--- src/rtl/sigmoid_sched.sv ---
`default_nettype none
// ============================================================================
// Module   : sigmoid_sched
// Purpose  : Round-robin scheduler sharing one sigmoid engine (start/done,
//            active-low reset) between R requesters. Latches the winner's
//            operand vector, resets and starts the engine, waits for done and
//            returns the result with a one-cycle one-hot ack.
// Options  : SIGMOID_SCHED_TIMEOUT_EN - WAIT-state timeout with err pulse
// Revision : 1.0 - initial release
// ============================================================================
module sigmoid_sched #(
    parameter int S       = 32,
    parameter int N       = 2,
    parameter int R       = 4,
    parameter int TIMEOUT = 1024
) (
    input  logic                 clk,
    input  logic                 rst,
    input  logic [R-1:0]         req,
    input  logic [R*S*N-1:0]     x_in,
    output logic [R-1:0]         ack,
    output logic [S*N-1:0]       y_out,
    output logic                 y_valid,
    output logic [$clog2(R)-1:0] grant_id,
    output logic                 busy,
    output logic                 err,
    output logic                 sig_rst_n,
    output logic                 sig_start,
    output logic [S*N-1:0]       sig_x,
    input  logic [S*N-1:0]       sig_y,
    input  logic                 sig_done
);

    localparam int c_gw = $clog2(R);
    localparam int c_vw = S * N;

    localparam logic [1:0] c_idle  = 2'd0;
    localparam logic [1:0] c_issue = 2'd1;
    localparam logic [1:0] c_wait  = 2'd2;
    localparam logic [1:0] c_resp  = 2'd3;

    // Reject configurations the arbiter cannot handle at elaboration time
    generate
        if (R < 2 || TIMEOUT < 1) begin : g_param_check
            $error("sigmoid_sched: R must be >= 2 and TIMEOUT >= 1");
        end
    endgenerate

    logic [1:0]      r_state, w_state_nxt;
    logic [c_gw-1:0] r_last, w_last_nxt;
    logic [c_gw-1:0] r_grant, w_grant_nxt;
    logic [c_vw-1:0] r_sig_x, w_sig_x_nxt;
    logic [c_vw-1:0] r_y_out, w_y_out_nxt;
    logic [R-1:0]    r_ack, w_ack_nxt;
    logic            r_y_valid, w_y_valid_nxt;
    logic            r_busy, w_busy_nxt;
    logic            r_err, w_err_nxt;
    logic            r_sig_start, w_sig_start_nxt;
    logic            r_sig_rst_n, w_sig_rst_n_nxt;
    logic            r_wait_first, w_wait_first_nxt;

    logic            w_any;
    logic            w_found;
    logic [c_gw-1:0] w_idx;
    logic [c_gw-1:0] w_win;
    logic [c_vw-1:0] w_x_sel;
    logic            w_timeout;

    // Round-robin search starting one past the last served requester
    always_comb begin
        w_any   = |req;
        w_found = 1'b0;
        w_win   = r_last;
        w_idx   = r_last;
        for (int k = 1; k <= R; k++) begin
            w_idx = c_gw'((int'(r_last) + k) % R);
            if (!w_found && req[w_idx]) begin
                w_found = 1'b1;
                w_win   = w_idx;
            end
        end
    end

    // Operand mux for the arbitration winner
    always_comb begin
        w_x_sel = '0;
        for (int i = 0; i < R; i++) begin
            if (w_win == c_gw'(i)) begin
                w_x_sel = x_in[i*c_vw +: c_vw];
            end
        end
    end

`ifdef SIGMOID_SCHED_TIMEOUT_EN
    localparam int c_tw = $clog2(TIMEOUT + 1);
    logic [c_tw-1:0] r_tmo_cnt;

    // WAIT-cycle counter, cleared in ISSUE so each operation starts from zero
    always_ff @(posedge clk or posedge rst) begin
        if (rst) begin
            r_tmo_cnt <= '0;
        end else if (r_state == c_issue) begin
            r_tmo_cnt <= '0;
        end else if (r_state == c_wait) begin
            r_tmo_cnt <= r_tmo_cnt + 1'b1;
        end
    end

    assign w_timeout = (r_state == c_wait) && (r_tmo_cnt == c_tw'(TIMEOUT - 1));
`else
    assign w_timeout = 1'b0;
`endif

    // State register
    always_ff @(posedge clk or posedge rst) begin
        if (rst) begin
            r_state <= c_idle;
        end else begin
            r_state <= w_state_nxt;
        end
    end

    // Next-state logic; the first WAIT cycle ignores a done left over from the previous op
    always_comb begin
        w_state_nxt = r_state;
        case (r_state)
            c_idle:  if (w_any) w_state_nxt = c_issue;
            c_issue: w_state_nxt = c_wait;
            c_wait:  if (!r_wait_first && (sig_done || w_timeout)) w_state_nxt = c_resp;
            c_resp:  w_state_nxt = c_idle;
            default: w_state_nxt = c_idle;
        endcase
    end

    // Next values of the registered outputs
    always_comb begin
        w_sig_x_nxt      = r_sig_x;
        w_grant_nxt      = r_grant;
        w_y_out_nxt      = r_y_out;
        w_last_nxt       = r_last;
        w_ack_nxt        = '0;
        w_y_valid_nxt    = 1'b0;
        w_err_nxt        = 1'b0;
        w_sig_start_nxt  = 1'b0;
        w_sig_rst_n_nxt  = 1'b1;
        w_wait_first_nxt = 1'b0;
        w_busy_nxt       = (w_state_nxt != c_idle);
        case (r_state)
            c_idle: begin
                if (w_any) begin
                    w_grant_nxt     = w_win;
                    w_sig_x_nxt     = w_x_sel;
                    w_sig_start_nxt = 1'b1;
                    w_sig_rst_n_nxt = 1'b0;
                end
            end
            c_issue: begin
                w_wait_first_nxt = 1'b1;
            end
            c_wait: begin
                if (!r_wait_first) begin
                    if (sig_done) begin
                        w_y_out_nxt          = sig_y;
                        w_ack_nxt[r_grant]   = 1'b1;
                        w_y_valid_nxt        = 1'b1;
                    end else if (w_timeout) begin
                        w_y_out_nxt          = '0;
                        w_ack_nxt[r_grant]   = 1'b1;
                        w_y_valid_nxt        = 1'b1;
                        w_err_nxt            = 1'b1;
                    end
                end
            end
            c_resp: begin
                w_last_nxt = r_grant;
            end
            default: ;
        endcase
    end

    // Output registers; reset holds the engine in reset and gives requester 0 priority
    always_ff @(posedge clk or posedge rst) begin
        if (rst) begin
            r_sig_x      <= '0;
            r_grant      <= '0;
            r_y_out      <= '0;
            r_last       <= c_gw'(R - 1);
            r_ack        <= '0;
            r_y_valid    <= 1'b0;
            r_err        <= 1'b0;
            r_busy       <= 1'b0;
            r_sig_start  <= 1'b0;
            r_sig_rst_n  <= 1'b0;
            r_wait_first <= 1'b0;
        end else begin
            r_sig_x      <= w_sig_x_nxt;
            r_grant      <= w_grant_nxt;
            r_y_out      <= w_y_out_nxt;
            r_last       <= w_last_nxt;
            r_ack        <= w_ack_nxt;
            r_y_valid    <= w_y_valid_nxt;
            r_err        <= w_err_nxt;
            r_busy       <= w_busy_nxt;
            r_sig_start  <= w_sig_start_nxt;
            r_sig_rst_n  <= w_sig_rst_n_nxt;
            r_wait_first <= w_wait_first_nxt;
        end
    end

    assign ack       = r_ack;
    assign y_out     = r_y_out;
    assign y_valid   = r_y_valid;
    assign grant_id  = r_grant;
    assign busy      = r_busy;
    assign err       = r_err;
    assign sig_rst_n = r_sig_rst_n;
    assign sig_start = r_sig_start;
    assign sig_x     = r_sig_x;

endmodule
`default_nettype wire

--- config.mk ---
export PLATFORM = sky130hd
export DESIGN_NAME = sigmoid_sched
export DESIGN_NICKNAME = d
export VERILOG_FILES = /design/src/rtl/sigmoid_sched.sv
export SDC_FILE = /design/constraint.sdc
export NUM_CORES = 1
export LEC_CHECK = 0
export CORE_AREA = 2 2 182 184
export DETAILED_ROUTE_END_ITERATION = 7
export DIE_AREA = 0 0 184 186
export SETUP_SLACK_MARGIN = 0.15
export SYNTH_ARGS = -nofsm -noshare
export SYNTH_HDL_FRONTEND = slang
export SYNTH_SLANG_ARGS = --single-unit
export TNS_END_PERCENT = 30
--- constraint.sdc ---
create_clock -name clk -period 7.75 [get_ports clk]
set_clock_uncertainty 0.05 [all_clocks]
set_input_delay 2.325 -clock clk [delete_from_list [all_inputs] [get_ports clk]]
set_output_delay 2.325 -clock clk [all_outputs]
set_load 0.005 [all_outputs]
==> results by group, run 1 <==
Setup path
  – Combined buffer and inverter count along the critical path: 3
  – Delay of the slowest cell on the worst path: 540 ps
  – Minimum setup slack among reg-to-reg paths: 5310 ps
  – Source of the critical timing path: req[3]
  – Cell at the slowest stage of the critical path: sky130_fd_sc_hd__buf_4
  – Startpoint type of the worst setup path: input port
  – Required time reported for the critical path endpoint: 7960 ps
  – Ordered cell list for the critical path: clkdlybuf4s50_1 -> nor4_1 -> nand2b_2 -> inv_2 -> nand2_2 -> buf_4 -> o221ai_1
  – Number of cell instances on the worst register-to-register path: 5
  – Logic depth of the worst setup path including buffers: 7
  – Kind of cell adding the most delay to the critical path: simple AND/OR/NAND/NOR gates
  – Setup CP Type: in -> reg
  – Worst reg2reg startpoint: r_last[1]
  – Element type at the critical path end: flop
  – Reg2Reg Capture Point: sig_x[51]
  – Worst Path Max Fanout: 42
  – Arr. time, crit path: 4750 ps

Layout
  – Most common cell after layout, fill and taps aside: sky130_fd_sc_hd__clkdlybuf4s50_1
  – Final Util: 0.389
  – Highest-count cells in the layout ignoring fill and taps: sky130_fd_sc_hd__clkdlybuf4s50_1 (464), sky130_fd_sc_hd__nand2_1 (266), sky130_fd_sc_hd__dfrtp_1 (141), sky130_fd_sc_hd__mux2i_1 (129), sky130_fd_sc_hd__o221ai_1 (64)
  – Area growth from synthesis to layout: 76.3%
  – Diodes inserted: 0
  – Final-stage net count: 1461
  – Fraction of final layout cells sized beyond drive strength 1: 0.0429

STA
  – Total count of max-transition violations in the final report: 0
  – Final-report hold violation count: 0
  – Share of the clock period used by the worst path: 0.586
  – Final sum of negative setup slack: 0 ps
  – RSZ-0062 raised after global routing: false
  – Min cycle time layout: 4540 ps
  – Fmax achieved: 0.220 GHz
  – Max-Slew Margin vs Limit: 0.416
  – Actual slew at the worst max-slew pin: 876 ps
  – Setup violations, final: 0

Clocking
  – Hold buffer count at cts: 0
  – Clock-pin slew on the worst setup and hold paths: 70 ps
  – Sink Count: 143
  – Number of buffers created by CTS: 17
  – Setup bufs post-CTS: 0
  – Clock network latency to the later pin of the worst-skew pair: 420 ps
  – Root buffer selected by CTS: sky130_fd_sc_hd__clkbuf_16
  – Max Buffers Root-to-Sink: 2
  – Total of cells resized after clock tree synthesis: 0
  – CTS H-tree lvls: 4
  – Clock tree from TritonCTS: done

Synth
  – Avg Synthesized Cell Area: 10.3 um^2
  – Simple-gate share of the synthesized area: 0.151
  – Post-synthesis instance area: 0.00711 mm^2
  – Dominant combinational cell family by area after synthesis: multiplexers
  – Complex-gate fraction of the synthesized area: 0.0894
  – Share of synthesized cell area in full adder, half adder and majority cells: 0.00880
  – Synth cell types: 32
  – Number of warning messages in the yosys log: 0
  – Post-synth ARST share: 1.00
  – Number of cells produced by synthesis: 689
  – Post-synth EDFFs: 0
  – Share of the yosys chip area belonging to registers: 0.504
  – Net count of the mapped netlist: 1021
  – Multiplexer share of the synthesized area: 0.182
  – Fraction of synthesized cell area in xor and xnor cells: 0
  – Prevailing post-synth register cell: sky130_fd_sc_hd__dfrtp_1
  – Flops & latches, synth: 143

Global routing
  – Initial antenna violation count: 3
  – Pin count of the biggest net entering global routing: 113
  – Overall global routing resource usage: 0.161
  – GRT overflow: 0
  – Number of global-route vias before repair: 7144
  – First-pass GRT wire length: 41.8 mm

Place
  – DPL Wire Length: 21.2 mm
  – Placer's final routability congestion estimate: 0.748
  – Port Buf Inserts: 464

Floorplan
  – Standard-cell row count: 66
  – Area of the die: 0.0342 mm^2
  – Die width: 184 um
  – Area of the core: 0.0322 mm^2
  – I/O Pins: 466
  – Initial standard-cell utilization of the core: 0.221
  – Chip Height: 186 um

Pwr
  – Leakage power of the design: 5.66 nW
  – Power density over the cells: 343 mW/mm^2
  – Worst ir drop on vdd: 0.000237 V

Routing
  – Iteration count of the initial detailed-routing pass: 5
  – Routed WL: 28.6 mm
  – Via count normalized by instance count: 4.44
  – Wire per inst: 18.5 um
  – Iteration-0 DRC Markers: 220
  – Overall via count from detail_route: 6877
  – Antenna violation net count after detailed routing: 0
  – Detailed-route DRC error count: 0

Worst hold path
  – Start point of the worst min-delay path: y_out[11]
  – Hold crit path type: reg -> reg
  – End of the worst hold path: y_out[11]
  – Hold Path Cell Cnt: 2

Status
  – Run status: finished, final reports clean

Flow run
  – Number of max-cap violations: 0
## tightest hold or removal path, stage by stage, from the launching register on
cell and delay, ps:
sky130_fd_sc_hd__dfrtp_1 340, sky130_fd_sc_hd__nand2_1 50, sky130_fd_sc_hd__nand2_1 50
## state kept, by name, summed over array words and instances, names as in the netlist
register / cells
sig_x: 64
y_out: 64
ack: 4
grant_id: 2
r_last: 2
r_state: 2
busy: 1
r_wait_first: 1
sig_rst_n: 1
sig_start: 1
y_valid: 1
## per-layer routing
metal	GRT usage	share of wire	vias up
met1	0.190	0.40	3270
met3	0.0620	0.10	31
li1	-	-	3259
met4	0.0458	0.015	6
met2	0.274	0.48	311
met5	0	0.0012	-
## how the worst max path moves through the flow
stage	end	slack [ps]
2_1_floorplan	ack[0]	1540
3_3_place_gp	sig_x[16]	2830
3_5_place_dp	sig_x[20]	2750
4_1_cts	sig_x[20]	3200
5_1_grt	sig_x[13]	3050
6_report	sig_x[20]	3210
## report_power, final
group	switching, mW	internal, mW
sequential	0.199	1.11
clock	0.367	0.523
combinational	0.959	1.14
## synth_stat cells (2+ instances only)
library cell / n / area (um^2)
sky130_fd_sc_hd__nand2_1: 267 / 1000
sky130_fd_sc_hd__dfrtp_1: 141 / 3530
sky130_fd_sc_hd__mux2i_1: 129 / 1290
sky130_fd_sc_hd__o221ai_1: 64 / 561
sky130_fd_sc_hd__clkbuf_1: 20 / 75.1
sky130_fd_sc_hd__buf_2: 13 / 65.1
sky130_fd_sc_hd__buf_12: 11 / 220
sky130_fd_sc_hd__inv_1: 7 / 26.3
sky130_fd_sc_hd__ha_1: 5 / 62.6
sky130_fd_sc_hd__a21oi_1: 3 / 15.0
sky130_fd_sc_hd__buf_4: 3 / 22.5
sky130_fd_sc_hd__dfstp_2: 2 / 52.6
sky130_fd_sc_hd__nand2b_1: 2 / 12.5
sky130_fd_sc_hd__nor2_1: 2 / 7.51
sky130_fd_sc_hd__nor3_1: 2 / 10.0
sky130_fd_sc_hd__o21ai_0: 2 / 10.0
## through the flow
stage	std cells	cell area, um^2	setup WS [ps]	total power, mW	hold WS [ps]
3_3_place_gp	1518	11900	2830	3.41	407
6_report	1549	12500	3210	4.29	422
5_1_grt	1549	12500	3050	4.60	453
4_1_cts	1549	12500	3200	4.36	427
3_5_place_dp	1518	11900	2750	3.45	411
2_1_floorplan	689	7110	1540	2.40	420
## area by class of cell
cell class              count  area [um^2]
repair buffers            472         4720
inverters                   8         35.0
well taps                 408          510
clock buffers              18          439
clock inverters            13          178
fillers                  3171        19700
flip-flops and latches    143         3580
multi-input cells         487         3070
## cell families (layout without fill, tap and decap cells)
group / Yosys count / after routing
compound gates: 73 / 73
fa+ha+maj: 5 / 5
buf+inv: 59 / 511
flops: 143 / 143
mux: 129 / 129
other cells: 1 / 1
simple gates: 279 / 279
Note: power is estimated with default switching activity, not from simulation.
==> run 2, diff against run 1 <==
- clock period: 7.75 -> 4.5 ns (I/O delays scaled with it)
==> results by group, run 2 (synthesis gave the netlist of run 1 again) <==
Global routing
  – GRT overflow: 0
  – Initial antenna violation count: 6
  – Pin count of the biggest net entering global routing: 144
  – First-pass GRT wire length: 42.6 mm
  – Number of global-route vias before repair: 7123
  – Overall global routing resource usage: 0.166

Layout
  – Area occupied by multi-input gates: 0.00309 mm^2
  – Fill count: 3166
  – Design Area, Final: 0.0126 mm^2
  – Most common cell after layout, fill and taps aside: sky130_fd_sc_hd__clkdlybuf4s50_1
  – Sequential Area: 0.00358 mm^2
  – Final Instance Count excl. Fillers: 1558
  – Final Util: 0.391
  – Highest-count cells in the layout ignoring fill and taps: sky130_fd_sc_hd__clkdlybuf4s50_1 (464), sky130_fd_sc_hd__nand2_1 (266), sky130_fd_sc_hd__dfrtp_1 (141), sky130_fd_sc_hd__mux2i_1 (129), sky130_fd_sc_hd__o221ai_1 (64)
  – Fraction of final layout cells sized beyond drive strength 1: 0.0454
  – Area growth from synthesis to layout: 77.3%
  – Final-stage net count: 1465

Setup path
  – Arr. time, crit path: 3530 ps
  – Most numerous cell on the critical path: sky130_fd_sc_hd__mux2i_1
  – Setup CP Type: in -> reg
  – Worst Path Max Fanout: 43
  – Delay of the slowest cell on the worst path: 570 ps
  – Startpoint type of the worst setup path: input port
  – Cell at the slowest stage of the critical path: sky130_fd_sc_hd__clkdlybuf4s50_1
  – Required time reported for the critical path endpoint: 4740 ps
  – Combined buffer and inverter count along the critical path: 2
  – Element type at the critical path end: flop
  – Ordered cell list for the critical path: clkdlybuf4s50_1 -> mux2i_1 -> o221ai_4 -> buf_12 -> mux2i_1 -> o221ai_1
  – Kind of cell adding the most delay to the critical path: buffers and inverters

Place
  – Placed cell areas: 0.0120 mm^2
  – DPL Wire Length: 21.9 mm
  – Port Buf Inserts: 464
  – Placer's final routability congestion estimate: 0.791
  – Cell count after placement: 1522
  – Post-Place Worst Slack: 751 ps

Clocking
  – Max Buffers Root-to-Sink: 2
  – Clock-pin slew on the worst setup and hold paths: 70 ps
  – Hold buffer count at cts: 0
  – CTS H-tree lvls: 4
  – Number of buffers created by CTS: 17
  – Total of cells resized after clock tree synthesis: 0
  – Setup bufs post-CTS: 0
  – Root buffer selected by CTS: sky130_fd_sc_hd__clkbuf_16
  – Clock network latency to the later pin of the worst-skew pair: 440 ps
  – Sink Count: 143
  – Clock tree from TritonCTS: done

Status
  – Run status: finished, final reports clean

STA
  – Min cycle time layout: 3290 ps
  – RSZ-0062 raised after global routing: false
  – Max-Slew Margin vs Limit: 0.419
  – Total count of max-transition violations in the final report: 0
  – Share of the clock period used by the worst path: 0.731
  – Final sum of negative setup slack: 0 ps
  – Actual slew at the worst max-slew pin: 872 ps
  – Fmax achieved: 0.304 GHz
  – Post-route setup slack: 1210 ps
  – Worst Hold Slack: 423 ps
  – Final-report hold violation count: 0
  – Setup violations, final: 0

Flow run
  – Number of max-cap violations: 0

Routing
  – Via count normalized by instance count: 4.43
  – Top layer reached by signal wires: met4
  – Antenna violation net count after detailed routing: 0
  – Routed WL: 29.5 mm
  – Overall via count from detail_route: 6895
  – Iteration-0 DRC Markers: 250
  – Wire length on met3: 3.06 mm
  – Detailed-route DRC error count: 0
  – Iteration count of the initial detailed-routing pass: 4
  – Met1 wire length: 11.7 mm
  – Detail Route met2 WL: 14.3 mm
  – Wire per inst: 19.0 um

Floorplan
  – Chip Height: 186 um
  – I/O Pins: 466
  – Die width: 184 um
  – Standard-cell row count: 66
  – Initial standard-cell utilization of the core: 0.221
  – Area of the die: 0.0342 mm^2
  – Area of the core: 0.0322 mm^2

Pwr
  – Power Total: 7.38 mW
  – Leakage power of the design: 5.69 nW
  – Worst ir drop on vdd: 0.000269 V
  – Power density over the cells: 586 mW/mm^2

Worst hold path
  – Hold crit path type: reg -> reg
==> run 2: cell types whose count changed in the layout (fill, tap and decap cells not counted), sizes merged <==
| cell | change |
|---|---|
| buf | +4 |
| bufinv | -1 |
| clkbuf | +1 |
| clkinv | +3 |
| clkinvlp | +1 |
| diode | +5 |
| inv | -4 |
==> run 2: cell type report <==
class / count / area share
inverters: 8 / 0.00268
multi-input cells: 487 / 0.245
flip-flops and latches: 143 / 0.284
well taps: 408 / 0.0405
repair buffers: 476 / 0.381
clock buffers: 19 / 0.0352
diodes: 5 / 0.000993
clock inverters: 12 / 0.0106
==> run 2: power breakdown <==
part	internal (mW)	switching, mW	total [mW]
combinational	2.01	1.66	3.66
sequential	1.91	0.360	2.27
clock	0.832	0.618	1.45
total	4.75	2.64	7.38
==> run 2: metal layers <==
| metal | up-vias | global-route usage |
|---|---|---|
| met5 | - | 0 |
| met4 | 0 | 0.0528 |
| met3 | 26 | 0.0693 |
| met2 | 332 | 0.276 |
| met1 | 3258 | 0.196 |
| li1 | 3279 | - |
==> run 2: worst min-delay path, stage by stage, from the launching register on <==
cell and delay [ps]:
sky130_fd_sc_hd__dfrtp_1 340, sky130_fd_sc_hd__nand2_1 50, sky130_fd_sc_hd__nand2_1 50
==> run 2: worst paths after layout <==
path / startpoint / endpoint / slack, ps / cells past startpoint
setup / recovery: req[3] / sig_x[58] / 1210 / 6
min in group asynchronous: rst / sig_x[59] / 1460 / 3
hold reg to reg: y_out[40] / y_out[40] / 420 / 2
max in group asynchronous: rst / sig_x[53] / 2340 / 3
hold / removal: y_out[40] / y_out[40] / 420 / 2
setup reg to reg: r_last[1] / sig_x[58] / 2140 / 5
